$ cat src/rtl/rf_sequencer.sv
// Multi-cycle control sequencer for the 8x8 register file: takes one instruction per
// valid/ready handshake and drives read selects, ALU result write-back and clear strobes.
module rf_sequencer (
  input  logic        CLK,
  input  logic        RESET,
  input  logic [15:0] instr,
  input  logic        instr_valid,
  output logic        instr_ready,
  input  logic [7:0]  DATA_A,
  input  logic [7:0]  DATA_B,
  output logic [2:0]  SA,
  output logic [2:0]  SB,
  output logic [2:0]  DR,
  output logic        LD,
  output logic [7:0]  D_in,
  output logic        RF_RESET,
  output logic        flag_z,
  output logic        flag_c,
  output logic        illegal,
  output logic        halted,
  output logic [7:0]  retired
);

  typedef enum logic [2:0] {
    S_IDLE  = 3'd0,
    S_READ  = 3'd1,
    S_EXEC  = 3'd2,
    S_WRITE = 3'd3,
    S_HALT  = 3'd4
  } state_t;

  localparam logic [3:0] OP_NOP  = 4'd0;
  localparam logic [3:0] OP_ADD  = 4'd1;
  localparam logic [3:0] OP_SUB  = 4'd2;
  localparam logic [3:0] OP_AND  = 4'd3;
  localparam logic [3:0] OP_OR   = 4'd4;
  localparam logic [3:0] OP_XOR  = 4'd5;
  localparam logic [3:0] OP_LDI  = 4'd6;
  localparam logic [3:0] OP_MOV  = 4'd7;
  localparam logic [3:0] OP_CLR  = 4'd8;
  localparam logic [3:0] OP_HALT = 4'd9;

  state_t      state_reg, state_next;
  logic [15:0] instr_reg;
  logic [7:0]  opa_reg, opb_reg;
  logic [7:0]  result_reg;
  logic [2:0]  sa_reg, sb_reg, dr_reg;
  logic        flag_z_reg, flag_c_reg;
  logic        illegal_reg;
  logic [7:0]  retired_reg;

  logic [3:0]  op;
  logic        op_writes;    // ops that load a register (1-7)
  logic        op_sets_z;    // ALU ops that update flag_z (1-5)
  logic        op_illegal;
  logic [8:0]  alu_sum;
  logic [7:0]  alu_result;
  logic        alu_c;

  assign op         = instr_reg[15:12];
  assign op_writes  = (op >= OP_ADD) && (op <= OP_MOV);
  assign op_sets_z  = (op >= OP_ADD) && (op <= OP_XOR);
  assign op_illegal = (op > OP_HALT);

  always_comb begin
    alu_sum    = {1'b0, opa_reg} + {1'b0, opb_reg};
    alu_result = 8'h00;
    alu_c      = 1'b0;
    case (op)
      OP_ADD: begin
        alu_result = alu_sum[7:0];
        alu_c      = alu_sum[8];
      end
      OP_SUB: begin
        alu_result = opa_reg - opb_reg;
        alu_c      = (opa_reg < opb_reg);
      end
      OP_AND:  alu_result = opa_reg & opb_reg;
      OP_OR:   alu_result = opa_reg | opb_reg;
      OP_XOR:  alu_result = opa_reg ^ opb_reg;
      OP_LDI:  alu_result = instr_reg[7:0];
      OP_MOV:  alu_result = opa_reg;
      default: alu_result = 8'h00;
    endcase
  end

  always_ff @(posedge CLK) begin
    if (RESET) state_reg <= S_IDLE;
    else       state_reg <= state_next;
  end

  always_comb begin
    state_next = state_reg;
    case (state_reg)
      S_IDLE: begin
        if (instr_valid)
          state_next = (instr[15:12] == OP_HALT) ? S_HALT : S_READ;
      end
      S_READ:  state_next = S_EXEC;
      S_EXEC:  state_next = (op >= OP_ADD && op <= OP_CLR) ? S_WRITE : S_IDLE;
      S_WRITE: state_next = S_IDLE;
      S_HALT:  state_next = S_HALT;
      default: state_next = S_IDLE;
    endcase
  end

  // Datapath registers; selects and write data hold between their active states.
  always_ff @(posedge CLK) begin
    if (RESET) begin
      instr_reg   <= 16'h0000;
      opa_reg     <= 8'h00;
      opb_reg     <= 8'h00;
      result_reg  <= 8'h00;
      sa_reg      <= 3'd0;
      sb_reg      <= 3'd0;
      dr_reg      <= 3'd0;
      flag_z_reg  <= 1'b0;
      flag_c_reg  <= 1'b0;
      illegal_reg <= 1'b0;
      retired_reg <= 8'h00;
    end else begin
      case (state_reg)
        S_IDLE: begin
          if (instr_valid) begin
            instr_reg <= instr;
            if (instr[15:12] == OP_HALT) begin
              retired_reg <= retired_reg + 8'd1;
            end else begin
              // Selects are set at the handshake so they are stable throughout READ.
              sa_reg <= instr[8:6];
              sb_reg <= instr[5:3];
            end
          end
        end
        S_READ: begin
          opa_reg <= DATA_A;
          opb_reg <= DATA_B;
        end
        S_EXEC: begin
          if (op_writes) begin
            result_reg <= alu_result;
            dr_reg     <= instr_reg[11:9];
          end
          if (op_sets_z)
            flag_z_reg <= (alu_result == 8'h00);
          if (op == OP_ADD || op == OP_SUB)
            flag_c_reg <= alu_c;
          if (op == OP_NOP || op_illegal)
            retired_reg <= retired_reg + 8'd1;
          if (op_illegal)
            illegal_reg <= 1'b1;
        end
        S_WRITE: retired_reg <= retired_reg + 8'd1;
        default: ;
      endcase
    end
  end

  assign instr_ready = (state_reg == S_IDLE) && !RESET;
  assign LD          = (state_reg == S_WRITE) && (op != OP_CLR);
  assign RF_RESET    = (state_reg == S_WRITE) && (op == OP_CLR);
  assign halted      = (state_reg == S_HALT);
  assign SA          = sa_reg;
  assign SB          = sb_reg;
  assign DR          = dr_reg;
  assign D_in        = result_reg;
  assign flag_z      = flag_z_reg;
  assign flag_c      = flag_c_reg;
  assign illegal     = illegal_reg;
  assign retired     = retired_reg;

endmodule

$ cat config.mk
export PLATFORM = sky130hd
export DESIGN_NAME = rf_sequencer
export DESIGN_NICKNAME = d
export VERILOG_FILES = /design/src/rtl/rf_sequencer.sv
export SDC_FILE = /design/constraint.sdc
export NUM_CORES = 1
export LEC_CHECK = 0
export CAP_MARGIN = 20
export CELL_PAD_IN_SITES_DETAIL_PLACEMENT = 0
export CELL_PAD_IN_SITES_GLOBAL_PLACEMENT = 1
export CORE_AREA = 2 2 119 98
export DETAILED_ROUTE_END_ITERATION = 16
export DIE_AREA = 0 0 121 100
export PLACE_DENSITY_LB_ADDON = 0.25
export RECOVER_POWER = 100
export SETUP_SLACK_MARGIN = 0.5
export SKIP_CTS_REPAIR_TIMING = 1
export SYNTH_ARGS = -nofsm -noshare
export SYNTH_HDL_FRONTEND = slang
export SYNTH_SLANG_ARGS = --single-unit
$ cat constraint.sdc
create_clock -name CLK -period 7.2 [get_ports CLK]
set_clock_uncertainty 0.15 [all_clocks]
set_input_delay 1.44 -clock CLK [delete_from_list [all_inputs] [get_ports CLK]]
set_output_delay 1.44 -clock CLK [all_outputs]
set_load 0.05 [all_outputs]
==> impl_summary.txt, run 1 <==
----------------------------------------------------
[Run status]
  Run status ... finished with violations
  Violations in the final reports ... max-capacitance violations, max-slew violations

[Clock network]
  Largest buffer count on any clock path ... 2
  Clock buffers created by TritonCTS ... 9
  Clk sinks ... 62
  CTS tree ... done
  Insertion delay to the later sink of the worst-skew pair ... 0.33 ns
  CTS clock-pin slew for the worst setup and hold paths ... 0.05 ns
  Root Buffer Master ... sky130_fd_sc_hd__clkbuf_16
  Number of H-tree levels ... 3

[Floorplan]
  Top Ports ... 67
  Starting density of the core ... 34.74%
  Die Span X ... 121 µm
  Core area ... 11080 µm²
  Die Outline Area ... 12100 µm²
  Number of placement rows ... 35
  Die H ... 100 µm

[Logic synthesis]
  EDFF count, synth ... 0
  Total of flip-flops plus latches after synthesis ... 62
  Post-Syn Area per Cell ... 7.759 µm²
  Gate count of the mapped netlist ... 496
  Share of Yosys cell area claimed by the top area cell type ... 32.25%
  Post-synthesis net count ... 559
  Cell types with the highest counts after synthesis ... sky130_fd_sc_hd__nand2_1, sky130_fd_sc_hd__a21oi_1, sky130_fd_sc_hd__dfxtp_1, sky130_fd_sc_hd__nor2_1, sky130_fd_sc_hd__inv_1
  Cell types occupying the most area after synthesis ... sky130_fd_sc_hd__dfxtp_1, sky130_fd_sc_hd__a21oi_1, sky130_fd_sc_hd__ha_1
  Yosys cell types ... 62
  Synthesized area ... 3849 µm²
  Most used flip-flop cell after synthesis ... sky130_fd_sc_hd__dfxtp_1
  Largest area contributor in the netlist ... sky130_fd_sc_hd__dfxtp_1
  Most common cell in the synthesized netlist ... sky130_fd_sc_hd__nand2_1
  Synth warnings ... 0
  Register area share after synthesis ... 32.25%
  Async set-reset flop share out of synthesis ... 0%

[Timing]
  Final worst-path cycle share ... 64.13%
  Number of failing setup endpoints in the final timing report ... 0
  Setup TNS ... 0 ns
  Min Hold Slack ... 0.3062 ns
  Final Max Tran Viols ... 39
  Hold violation total from the final report ... 0
  Least-Margin Pin Slew ... 1.545 ns
  Slew headroom ... -2.981%
  Unrepaired setup endpoints after global routing ... false
  Fin crit period ... 4.617 ns
  Highest clock frequency the design can meet ... 216.6 MHz

[Pwr]
  Maximum vdd ir drop ... 118.6 µV
  Leakage power of the design ... 1.882 nW
  Pwr Density ... 207.8 nW/µm²

[Drt]
  Final routed DRC violation total ... 0
  Via density ... 5.074
  Post-DR wirelength/cell ... 14.84 µm
  Detailed Route WL ... 10390 µm
  Number of routed nets with antenna violations ... 0
  Vias ... 3552
  First-pass iteration count of the detailed router ... 4
  Starting DRC count in detailed routing ... 189

[Critical path]
  Crit Path Category ... primary input to output port
  R2R depth ... 7
  Critical path fanouts, max ... 61
  Standard cell with the maximum stage delay on the critical path ... sky130_fd_sc_hd__dlygate4sd3_1
  Sort of element at the end of the critical path ... output port
  Kind of launch point of the worst setup path ... primary input
  Ordered list of cells on the worst path ... buf_2, buf_4, nor4_1, dlygate4sd3_1
  Critical path arrival ... 3.03 ns
  Max incr delay on CP ... 0.91 ns
  Required time of the critical path ... 5.61 ns

[GRT]
  Global-route congestion overflow total ... 0
  Total track usage ... 18.10%
  Antenna violations before repair ... 0
  Largest net degree at the start of global routing ... 62
  First-pass GRT wire length ... 17460 µm
  Number of global-route vias before repair ... 3463

[Layout]
  Total Nets Final ... 611
  Largest register FFs ... 15
  Post-layout instance area ... 4858 µm²
  Area growth, synth to finish ... 26.24%
  Antenna Cells ... 0
  Proportion of layout cells with a drive suffix above 1 ... 5.616%
  Non-filler cells in the finished layout ... 700

[Place]
  HPWL Detailed ... 7730 µm
  Cell area after placement ... 4588 µm²
  Placed Instances ... 685
  Port-buffer cells ... 66
  Weighted congestion at the end of routability-driven global placement ... 0.8366

[Worst hold path]
  Hold Path Stages ... 2
  Path class of the lowest-slack min-delay path ... register to register

[Flow run]
  Maxcap violations ... 1

----------------------------------------------------
-- through the flow --
step                      utilization, %  power (mW)  setup slack [ns]
after global routing               43.85       1.061             2.495
final                              43.85       1.009             2.583
after detailed placement           41.41      0.5965             2.624
after floorplan                        -      0.5287             2.373
after CTS                          44.02       1.023             2.604
after global placement             41.41      0.5947             2.652
-- cell usage in the layout, fill, tap and decap left out, types with 4 or more instances in the layout --
cell type                         instances
sky130_fd_sc_hd__xor2_1                   5
sky130_fd_sc_hd__nand3b_1                 6
sky130_fd_sc_hd__o21ai_0                 13
sky130_fd_sc_hd__mux2i_1                 16
sky130_fd_sc_hd__dfxtp_1                 62
sky130_fd_sc_hd__clkdlybuf4s50_1         31
sky130_fd_sc_hd__clkbuf_16                9
sky130_fd_sc_hd__a21oi_1                 66
sky130_fd_sc_hd__nand4_1                  4
sky130_fd_sc_hd__or2_2                    4
sky130_fd_sc_hd__nand2_1                 86
sky130_fd_sc_hd__dlygate4sd3_1           34
sky130_fd_sc_hd__buf_4                    4
sky130_fd_sc_hd__inv_1                   27
sky130_fd_sc_hd__nor3b_1                  8
sky130_fd_sc_hd__ha_1                    26
sky130_fd_sc_hd__nor4_1                   6
sky130_fd_sc_hd__nand2b_1                 4
sky130_fd_sc_hd__a211oi_1                 7
sky130_fd_sc_hd__xnor2_1                  6
sky130_fd_sc_hd__nor2_1                  42
sky130_fd_sc_hd__or3_1                    6
sky130_fd_sc_hd__nor3_1                   9
sky130_fd_sc_hd__o21a_1                   4
sky130_fd_sc_hd__nor2b_1                  6
-- critical path, delay by kind of cell --
kind,cells,cell delay [ns]
buf+inv,3,1.31
simple gates,1,0.24
-- worst paths after layout --
| path | slack, ns | from | end |
|---|---|---|---|
| setup / recovery | 2.58 | RESET | instr_ready |
| hold / removal | 0.31 | instr_reg[10] | DR[1] |
| setup reg to reg | 3.58 | instr_reg[13] | flag_z |
| hold reg to reg | 0.31 | instr_reg[10] | DR[1] |
-- kinds of logic after synthesis --
kind of cell    synth area share, %
compound gates                17.49
xor+xnor                      2.503
fa+ha+maj                     9.493
buf+inv                       6.437
flops                         32.25
mux                           5.137
simple gates                  26.69
-- per-layer routing --
metal	up-vias	track usage (%)	wire length (µm)
met5	-	0	0
met4	0	4.025	47
met3	4	4.318	506
met2	73	26.92	4456
met1	1670	26.43	5379
li1	1805	-	-
-- report_power, final --
| group | leakage (nW) | internal, mW | switching (mW) | total (mW) |
|---|---|---|---|---|
| Combinational | 1.24 | 0.0833 | 0.124 | 0.207 |
| Clock | 0.137 | 0.265 | 0.159 | 0.424 |
| Sequential | 0.505 | 0.360 | 0.0175 | 0.378 |
-- cell type report --
class	count	area, µm²
clock buffers	9	225.2
clock inverters	6	63.81
fillers	1139	6221
inverters	27	101.3
multi-input cells	376	2349
flip-flops and latches	62	1241
well taps	148	185.2
repair buffers	72	693.2
Note: power is estimated with default switching activity, not from simulation.
==> inputs of run 2 (changes only) <==
- CORE_AREA: 2 2 119 98 -> 2 2 121 99
- DIE_AREA: 0 0 121 100 -> 0 0 123 101
- clock period: 7.2 -> 4.1 ns (I/O delays scaled with it)
==> run 2 against run 1 <==
  * The run now ends clean
  * Non-clock buffer count up 2
  * Die area up 2.7%
  * First-iteration DRC count down 10%
  * Largest power group unchanged
  * Routed wire length up 1.8%
  * Total power up 86%
  * Utilization down 0.34 points
  * Largest cell class unchanged
  * Via count up 1.2%
  * Worst setup slack worse by 1.7 ns
  * Final cell count up 0.43%
==> impl_summary.txt, run 2 (same netlist as run 1, synthesis figures left out) <==
----------------------------------------------------
[Drt]
  Vias ... 3594 (+1.2%)
  First-pass iteration count of the detailed router ... 5 (+1)
  Post-DR wirelength/cell ... 15.04 µm (+1.3%)
  Detailed Route WL ... 10570 µm (+1.8%)
  Starting DRC count in detailed routing ... 170 (-10%)
  Wire length on met3 ... 582 µm (+15%)
  DR WL met2 ... 4349 µm (-2.4%)
  Final routed DRC violation total ... 0 (unchanged)
  Highest metal layer with signal wires ... met4
  Via density ... 5.112 (+0.75%)
  Number of routed nets with antenna violations ... 0 (unchanged)
  WL met1 ... 5502 µm (+2.3%)

[Floorplan]
  Die H ... 101 µm (+1.0%)
  Die Span X ... 123 µm (+1.7%)
  Core area ... 11300 µm² (+2.0%)
  Number of placement rows ... 35 (unchanged)
  Die Outline Area ... 12420 µm² (+2.7%)
  Top Ports ... 67 (unchanged)
  Starting density of the core ... 34.06% (-0.67 points)

[Layout]
  Most common cell after layout, fill and taps aside ... sky130_fd_sc_hd__nand2_1
  Number of filler cells placed in the layout ... 1141 (+0.18%)
  Non-filler cells in the finished layout ... 703 (+0.43%)
  Total Nets Final ... 613 (+0.33%)
  Proportion of layout cells with a drive suffix above 1 ... 5.766% (+0.15 points)
  Commonest non-fill, non-tap cells in the layout ... sky130_fd_sc_hd__nand2_1, sky130_fd_sc_hd__a21oi_1, sky130_fd_sc_hd__dfxtp_1, sky130_fd_sc_hd__nor2_1, sky130_fd_sc_hd__dlygate4sd3_1
  Area growth, synth to finish ... 27.73%
  Antenna Cells ... 0 (unchanged)
  Largest register FFs ... 15 (unchanged)

[Critical path]
  R2R depth ... 9 (+2)
  Critical path fanouts, max ... 20 (-67%)
  Worst setup path startpoint ... instr_reg[12]
  Kind of launch point of the worst setup path ... register
  CP most frequent cell ... sky130_fd_sc_hd__buf_4
  Sort of element at the end of the critical path ... output port
  Ordered list of cells on the worst path ... buf_4, nor3_1, buf_4, nand2_1, nor2_1, dlygate4sd3_1
  Standard cell with the maximum stage delay on the critical path ... sky130_fd_sc_hd__dlygate4sd3_1
  Crit Path Category ... register to output port
  Required time of the critical path ... 3.13 ns (-2.48 ns)
  Setup slack on the worst flop-to-flop path ... 1.16 ns (-2.42 ns)
  Critical R2R Capture ... flag_z
  Max incr delay on CP ... 0.88 ns (-0.03 ns)
  R2R Path Start ... opa_reg[3]
  Termination of the worst setup path ... RF_RESET
  Critical path arrival ... 2.28 ns (-0.75 ns)

[Timing]
  Highest clock frequency the design can meet ... 308.0 MHz
  Fin crit period ... 3.247 ns
  Least-Margin Pin Slew ... 0.9532 ns (-0.5915 ns)
  Final worst-path cycle share ... 79.19%
  Setup TNS ... 0 ns (unchanged)
  Slew headroom ... 36.42% (+39 points)
  Final Max Tran Viols ... 0 (-100%)
  Unrepaired setup endpoints after global routing ... false
  Number of failing setup endpoints in the final timing report ... 0 (unchanged)
  Hold violation total from the final report ... 0 (unchanged)

[GRT]
  Largest net degree at the start of global routing ... 61 (-1.6%)
  Global-route congestion overflow total ... 0 (unchanged)
  Number of global-route vias before repair ... 3326 (-4.0%)
  Total track usage ... 17.81% (-0.29 points)
  First-pass GRT wire length ... 17220 µm (-1.4%)
  Antenna violations before repair ... 0 (unchanged)

[Clock network]
  Insertion delay to the later sink of the worst-skew pair ... 0.33 ns (about the same)
  Clock buffers created by TritonCTS ... 9 (unchanged)
  Clk sinks ... 62 (unchanged)
  CTS clock-pin slew for the worst setup and hold paths ... 0.06 ns (about the same)
  Largest buffer count on any clock path ... 2 (unchanged)
  Number of H-tree levels ... 3 (unchanged)
  Root Buffer Master ... sky130_fd_sc_hd__clkbuf_16
  CTS tree ... done

[Pwr]
  Pwr Density ... 381.6 nW/µm² (+84%)
  Switching part of the total power ... 28.92% (-0.88 points)
  Combinational share of power ... 19.7% (-0.8 points)
  Sequential cell fraction of total power ... 35.2% (-2.2 points)
  Maximum vdd ir drop ... 192.6 µV (+62%)
  Power share of the clock group ... 45.0% (+3.0 points)
  Leakage power of the design ... 1.910 nW (+1.5%)
  Net switching component of the power ... 0.5426 mW (+80%)
  Internal power consumption ... 1.333 mW (+88%)

[Place]
  Weighted congestion at the end of routability-driven global placement ... 0.8390 (+0.29%)
  Placed Instances ... 687 (+0.29%)
  HPWL Detailed ... 7881 µm (+1.9%)
  Port-buffer cells ... 66 (unchanged)

[Worst hold path]
  Path class of the lowest-slack min-delay path ... register to register

[Run status]
  Run status ... complete, no violations

[Flow run]
  Maxcap violations ... 0 (-1)

----------------------------------------------------
[run 2: changes by cell type in the layout (fill, tap and decap cells not counted), sizes merged]
cell      previous run  this run
clkbuf              11        13
clkinv               3         2
bufinv               1         2
clkinvlp             2         1
inv                 27        28
buf                  5         6
[run 2: power by group through the flow]
stage                     Combinational, mW  Clock [mW]  Sequential [mW]
after floorplan                       0.239           0            0.690
after global placement                0.373           0            0.674
after detailed placement              0.376           0            0.674
after CTS                             0.377       0.867            0.662
after global routing                  0.407       0.890            0.666
final                                 0.370       0.845            0.661
[run 2: critical path: cells and delay by family (launching register included)]
family        cells  cell delay [ns]
flops             1             0.29
simple gates      3             0.39
buf+inv           3             1.26
[run 2: worst min-delay path by stage]
stage | startpoint | endpoint | depth (start not counted)
6_report | instr_reg[11] | DR[2] | 2
5_1_grt | instr_reg[10] | DR[1] | 2
4_1_cts | instr_reg[11] | DR[2] | 2
3_5_place_dp | instr_reg[11] | DR[2] | 2
3_3_place_gp | DR[2] | DR[2] | 2
2_1_floorplan | instr_reg[1] | instr_reg[1] | 2
[run 2: layer usage]
metal	track usage, %	up-vias
met5	0	-
met4	5.769	0
met3	3.733	11
met2	25.71	89
met1	26.16	1675
li1	-	1819
[run 2: metrics by stage]
stage | util, % | total power [mW] | setup slack, ns | hold WS (ns) | instance area (µm²)
after floorplan | - | 0.9284 | 0.5134 | 0.2817 | 3849
after global placement | 40.74 | 1.047 | 1.019 | 0.2963 | 4603
after detailed placement | 40.74 | 1.050 | 0.9285 | 0.2947 | 4603
after CTS | 43.69 | 1.906 | 0.8966 | 0.3034 | 4936
after global routing | 43.51 | 1.963 | 0.7789 | 0.3295 | 4916
final | 43.51 | 1.876 | 0.8530 | 0.3042 | 4916
[run 2: layout make-up]
type                    instances  area, µm²  share of cell area (%)
multi-input cells             376       2349                   47.77
flip-flops and latches         62       1241                   25.25
repair buffers                 74      706.9                   14.38
clock buffers                  10      239.0                   4.861
well taps                     148      185.2                   3.767
inverters                      27      101.3                   2.062
clock inverters                 6      93.84                   1.909
